--- config.mk ---
export PLATFORM = sky130hd
export DESIGN_NAME = inst_mem_arbiter
export DESIGN_NICKNAME = d
export VERILOG_FILES = /design/src/rtl/inst_mem_arbiter.sv
export SDC_FILE = /design/constraint.sdc
export NUM_CORES = 1
export LEC_CHECK = 0
export CAP_MARGIN = 10
export CORE_ASPECT_RATIO = 1.5
export CORE_MARGIN = 2
export CORE_UTILIZATION = 28
export CTS_CLUSTER_DIAMETER = 80
export DETAILED_ROUTE_END_ITERATION = 16
export PLACE_DENSITY = 0.8
export SLEW_MARGIN = 20
export SYNTH_ARGS = -nofsm -noshare
export SYNTH_HDL_FRONTEND = slang
export SYNTH_SLANG_ARGS = --single-unit
--- constraint.sdc ---
create_clock -name clk -period 1.3 [get_ports clk]
set_input_delay 0.13 -clock clk [delete_from_list [all_inputs] [get_ports clk]]
set_output_delay 0.13 -clock clk [all_outputs]
set_load 0.03 [all_outputs]
--- src/rtl/inst_mem_arbiter.sv ---
// Arbitrates one single-port synchronous instruction SRAM between CPU fetch and a program loader.
// Define INST_ARB_BOOT_EN to start in a loader-only BOOT phase; otherwise reset enters RUN directly.
module inst_mem_arbiter #(
  parameter int unsigned DATA_W     = 16,
  parameter int unsigned ADDR_W     = 16,
  parameter int unsigned MAX_LD_RUN = 4
) (
  input  logic              clk,
  input  logic              rst,
  input  logic              cpu_ce_i,
  input  logic [ADDR_W-1:0] cpu_addr_i,
  output logic [DATA_W-1:0] cpu_data_o,
  output logic              cpu_valid_o,
  output logic              cpu_stall_o,
  input  logic              ld_valid_i,
  input  logic [ADDR_W-1:0] ld_addr_i,
  input  logic [DATA_W-1:0] ld_data_i,
  output logic              ld_ready_o,
  input  logic              ld_done_i,
  output logic              boot_o,
  output logic              mem_ce_o,
  output logic              mem_we_o,
  output logic [ADDR_W-1:0] mem_addr_o,
  output logic [DATA_W-1:0] mem_wdata_o,
  input  logic [DATA_W-1:0] mem_rdata_i
);

  localparam int unsigned     CntW   = $clog2(MAX_LD_RUN + 1);
  localparam logic [CntW-1:0] CntMax = CntW'(MAX_LD_RUN);

  logic              w_boot;
  logic              w_cpu_capped;
  logic              w_ld_gnt;
  logic              w_cpu_gnt;
  logic [CntW-1:0]   r_run_cnt;
  logic              r_rd_pend;
  logic [DATA_W-1:0] r_data;

`ifdef INST_ARB_BOOT_EN
  typedef enum logic {StBoot, StRun} state_e;
  state_e r_state;
  logic   r_boot;

  always_ff @(posedge clk) begin
    if (!rst) begin
      r_state <= StBoot;
      r_boot  <= 1'b1;
    end else if (r_state == StBoot && ld_done_i) begin
      r_state <= StRun;
      r_boot  <= 1'b0;
    end
  end

  assign w_boot = r_boot;
`else
  logic w_unused_done;
  assign w_unused_done = ld_done_i;
  assign w_boot        = 1'b0;
`endif

  // Loader wins unless it has already held the CPU off for MAX_LD_RUN consecutive grants.
  assign w_cpu_capped = cpu_ce_i && (r_run_cnt == CntMax);
  assign w_ld_gnt     = rst && ld_valid_i && (w_boot || !w_cpu_capped);
  assign w_cpu_gnt    = rst && !w_boot && cpu_ce_i && !w_ld_gnt;

  always_ff @(posedge clk) begin
    if (!rst || w_boot || !cpu_ce_i || w_cpu_gnt) begin
      r_run_cnt <= '0;
    end else if (w_ld_gnt && r_run_cnt != CntMax) begin
      r_run_cnt <= r_run_cnt + CntW'(1);
    end
  end

  always_ff @(posedge clk) begin
    if (!rst) begin
      r_rd_pend <= 1'b0;
      r_data    <= '0;
    end else begin
      r_rd_pend <= w_cpu_gnt;
      if (r_rd_pend) begin
        r_data <= mem_rdata_i;
      end
    end
  end

  // SRAM read data is presented directly in the cycle after the grant, then held in r_data.
  assign cpu_data_o  = r_rd_pend ? mem_rdata_i : r_data;
  assign cpu_valid_o = r_rd_pend;
  assign cpu_stall_o = cpu_ce_i && !w_cpu_gnt;
  assign ld_ready_o  = w_ld_gnt;
  assign boot_o      = w_boot;

  assign mem_ce_o    = w_ld_gnt || w_cpu_gnt;
  assign mem_we_o    = w_ld_gnt;
  assign mem_addr_o  = w_ld_gnt ? ld_addr_i : (w_cpu_gnt ? cpu_addr_i : '0);
  assign mem_wdata_o = w_ld_gnt ? ld_data_i : '0;

endmodule
======== Word level (Yosys, flattened, before mapping) ========
Cells that the tools add are included.
word-level totals
  bits in registers ....................... 20
  input bits .............................. 69
  word-level logic and storage cells ...... 25
cells by class
  add/subtract/negate cells ............... 1
  eq/ne operators ......................... 2
  mux-type cells .......................... 4
  reductions and logical operators ........ 15
operators with widths
  operator                                      number
  two-way mux 16 bit                            4
  logical AND 1 bit                             7
  zero test 1 bit                               5
  adder 3 x 1 -> 3 bit, second input constant   1
  == test 3 bit, second input constant          1
  logical OR 1 bit                              3
  inequality test 3 bit, second input constant  1

======== Depth between registers and ports, before layout ========
  word-level depth ........................ 8
  depth in mapped cells ................... 6
  gate-level depth less buffers ........... 4

======== Least setup slack after synthesis ========
OpenSTA, ideal clock, no wires.
  path type ............................... register -> output
  from .................................... register r_run_cnt[0]
  to ...................................... output mem_addr_o[10]
  arrival ................................. 1.577 ns
  required time ........................... 1.170 ns
  slack ................................... -0.407 ns
  stages on the path, launching flop included .. 7
  path through ............................ dfxtp_1 -> inv_1 -> ha_1 -> and3_1 -> buf_2 -> buf_4 -> o22ai_1
between the ends
  longest elaborated chain between the ends .. 8
ends and longest elaborated chain
  item                    RTL line  RTL
  from (decl)             35        logic [CntW-1:0] r_run_cnt;
  from (signal assigned)  70        r_run_cnt <= r_run_cnt + CntW'(1);
  == test 3 bit (*)       62        assign w_cpu_capped = cpu_ce_i && (r_run_cnt == CntMax);
  logical AND 1 bit (*)   62
  zero test 1 bit (*)     63        assign w_ld_gnt = rst && ld_valid_i && (w_boot || !w_cpu_capped);
  logical AND 1 bit (*)   63
  zero test 1 bit         64        assign w_cpu_gnt = rst && !w_boot && cpu_ce_i && !w_ld_gnt;
  logical AND 1 bit       64
  two-way mux 16 bit      95        assign mem_addr_o = w_ld_gnt ? ld_addr_i : (w_cpu_gnt ? cpu_addr_i : '0);
  two-way mux 16 bit (*)  95
  to (decl)               23        output logic [ADDR_W-1:0] mem_addr_o,
Every way passes the cells marked *; elsewhere a longest branch is shown, timed or not.

======== Worst setup path in the final report ========
  from .................................... register r_run_cnt[1]
  to ...................................... output mem_addr_o[2]
The elaborated chain is that of the path after synthesis.

==> results_dict.tcl <==
set metrics [dict create \
    dr.pass1.iters 4 \
    drv_cap 0 \
    wl_met2_um 2930 \
    wl_um 5240 \
    cts_tree "done" \
    start_util_pct 28.6 \
    p_sw_uw 649 \
    cts_buffer_depth 2 \
    grt_max_degree 19 \
    layout_commonest_cell "clkdlybuf4s50_1" \
    synth_cell_types 24 \
    routed_via_density 4.81 \
    die_h_um 89.1 \
    clkPwrFrac_pct 24.9 \
    path_class "reg2out" \
    ant_nets 0 \
    cpLargestDelayFamily "flip-flops" \
    grt_pass1_vias 1631 \
    dp_hpwl_um 3570 \
    pwr-share-comb_pct 45.9 \
    die-area_mm2 0.00541 \
    htreeDepth 1 \
    max_freq_mhz 627 \
    synth_nets 227 \
    path_clk_slew_ns 0.07 \
    ctsHoldBuffers 0 \
    hp-class "reg2reg" \
    gp_congestion 0.692 \
    synth_warnings 0 \
    drt_iter0_drc 26 \
    mostFrequentLayoutCells "clkdlybuf4s50_1, buf_6, nand3_1" \
    place_inst 338 \
    ys_ff_latch 20 \
    synthArstFlopShare_pct 0 \
    synth_edf_count 0 \
    setup_ws_ns -0.294 \
    vdd_drop_max_mv 0.362 \
    power.density_mw_per_mm2 640 \
    core_mm2 0.00473 \
    drive_gt1_share_pct 52.9 \
    highest_layer "met4" \
    nets 369 \
    cpMostUsedCell "buf_6" \
    final-max-slew-violation-count 0 \
    violations "setup timing" \
    crit_arrival_ns 1.46 \
    route.met3.wl_um 328 \
    avgRoutedWirePerCell_um 14.4 \
    path_max_fanout 6 \
    end_kind "output port" \
    insertion_delay_ns 0.26 \
    start_kind "register" \
    grt_pass1_wl_um 7420 \
    syn_inst 156 \
    drc 0 \
    skew_ns 0.00336 \
    p_seq_share_pct 29.2 \
    met1_length_um 1820 \
    p_int_mw 1.54 \
    slowest_delay_ns 0.34 \
    area_delta_synth_final_pct 153 \
    cpMaxStageDelayCell "dfxtp_2" \
    whs_ns 0.514 \
    vias 1745 \
    hold_viol 0 \
    avgSynthCellArea_um2 8.66 \
    num_antenna_cells 0 \
    period_share_pct 123 \
    numCtsBuffers 3 \
    worst-path-buf-inv 3 \
    rows 31 \
    cp.required_ns 1.17 \
    grt-ovfl-total 0 \
    yosysSeqAreaShare_pct 29.6 \
    finalSetupViolations 51 \
    status "complete, but fails checks" \
    die_x_um 60.7 \
    globalRouteTotalUtil_pct 17.7 \
    final_util_pct 72.1 \
    syn_area_mm2 0.00135 \
    clockRootBuffer "clkbuf_8" \
    port_buffers 120 \
    ioPinCount 123 \
    antenna_found_initial 0 \
    swShare_pct 29.7 \
    synth_ff_type "dfxtp_1" \
    fin_crit_ns 1.59 \
    stdcell_count 363 \
    cts_sinks 20 \
    rsz0062_at_grt "true" \
    leakage_nw 1.40 \
    crit_chain "inv_2, ha_4, and3_4, buf_6, o22ai_4, buf_6" \
]
-- metrics by stage --
step | setup WS, ns | TNS, ns | total power, mW | cell area [um2]
6_report | -0.294 | -9.64 | 2.19 | 3410
3_3_place_gp | -0.304 | -11.61 | 1.47 | 2780
3_5_place_dp | -0.334 | -12.02 | 1.48 | 2780
4_1_cts | -0.323 | -12.10 | 2.13 | 3160
2_1_floorplan | -0.0486 | -0.486 | 1.09 | 1580
5_1_grt | -0.351 | -12.36 | 2.28 | 3410
-- logic make-up (layout without fill, tap and decap cells) --
group	Yosys count	after routing	share of synthesized area, %
buffers and inverters	23	162	10.5
muxes	16	16	16.1
and+or+nand+nor	74	76	31.6
adders and majority gates	2	2	1.85
AOI/OAI and AO/OA	20	20	10.1
DFF	20	20	29.6
other	1	1	0.278
-- final cells by class --
type / instances / area (um2)
clock buffers: 4 / 66.3
fillers: 365 / 1320
flip-flops and latches: 20 / 408
well taps: 66 / 82.6
repair buffers: 156 / 1650
inverters: 2 / 7.51
multi-input cells: 115 / 1200
-- cells in the mapped netlist (2+ instances only) --
cell type | count | share of area (%)
o21a_1 | 2 | 1.1
buf_2 | 4 | 1.5
nor3b_1 | 2 | 1.1
buf_6 | 2 | 1.7
dfxtp_1 | 20 | 30
and2_1 | 16 | 7.4
mux2_2 | 6 | 5.0
and3_1 | 17 | 7.9
ha_1 | 2 | 1.9
and2_4 | 2 | 1.3
buf_4 | 5 | 2.8
clkbuf_1 | 9 | 2.5
mux2_4 | 10 | 11
o22ai_1 | 16 | 7.4
inv_1 | 2 | 0.56
nand3_1 | 33 | 12
-- power by group through the flow --
stage	Clock (mW)	Sequential (mW)	Combinational, mW
floorplan	0	0.653	0.440
global placement	0	0.659	0.810
detailed placement	0	0.661	0.820
CTS	0.561	0.639	0.932
global route	0.580	0.641	1.06
finish	0.544	0.639	1.00
-- routing by layer --
layer  up-vias  track usage, %
met5         -               0
met4         0            6.72
met3        15            3.47
met2        75            32.8
met1       811            19.0
li1        844               -
-- sequential cells by signal, indices dropped and copies added, names as in the netlist --
signal,cells
r_run_cnt,3
r_data,16
cpu_valid_o,1
-- what timing repair did --
action	CTS	global route
setup buffers	9	9
cloned	1	2
pin swaps	4	20
endpoints found under the setup margin	52	52
resized for setup	136	39
-- final timing paths --
path	from	end	slack, ns	cells after the start
max	r_run_cnt[1]	mem_addr_o[2]	-0.29	6
min	r_run_cnt[0]	r_run_cnt[0]	0.51	2
max reg2reg	r_run_cnt[1]	r_run_cnt[0]	0.01	7
min reg2reg	r_run_cnt[0]	r_run_cnt[0]	0.51	2
-- worst register-to-register path, delay by kind of cell (launching register included) --
family          cells  cell delay [ns]
simple gates        1             0.14
compound gates      1             0.17
buf+inv             4             0.41
fa+ha+maj           1             0.17
flops               1             0.34
(Power assumes the default switching activity.)
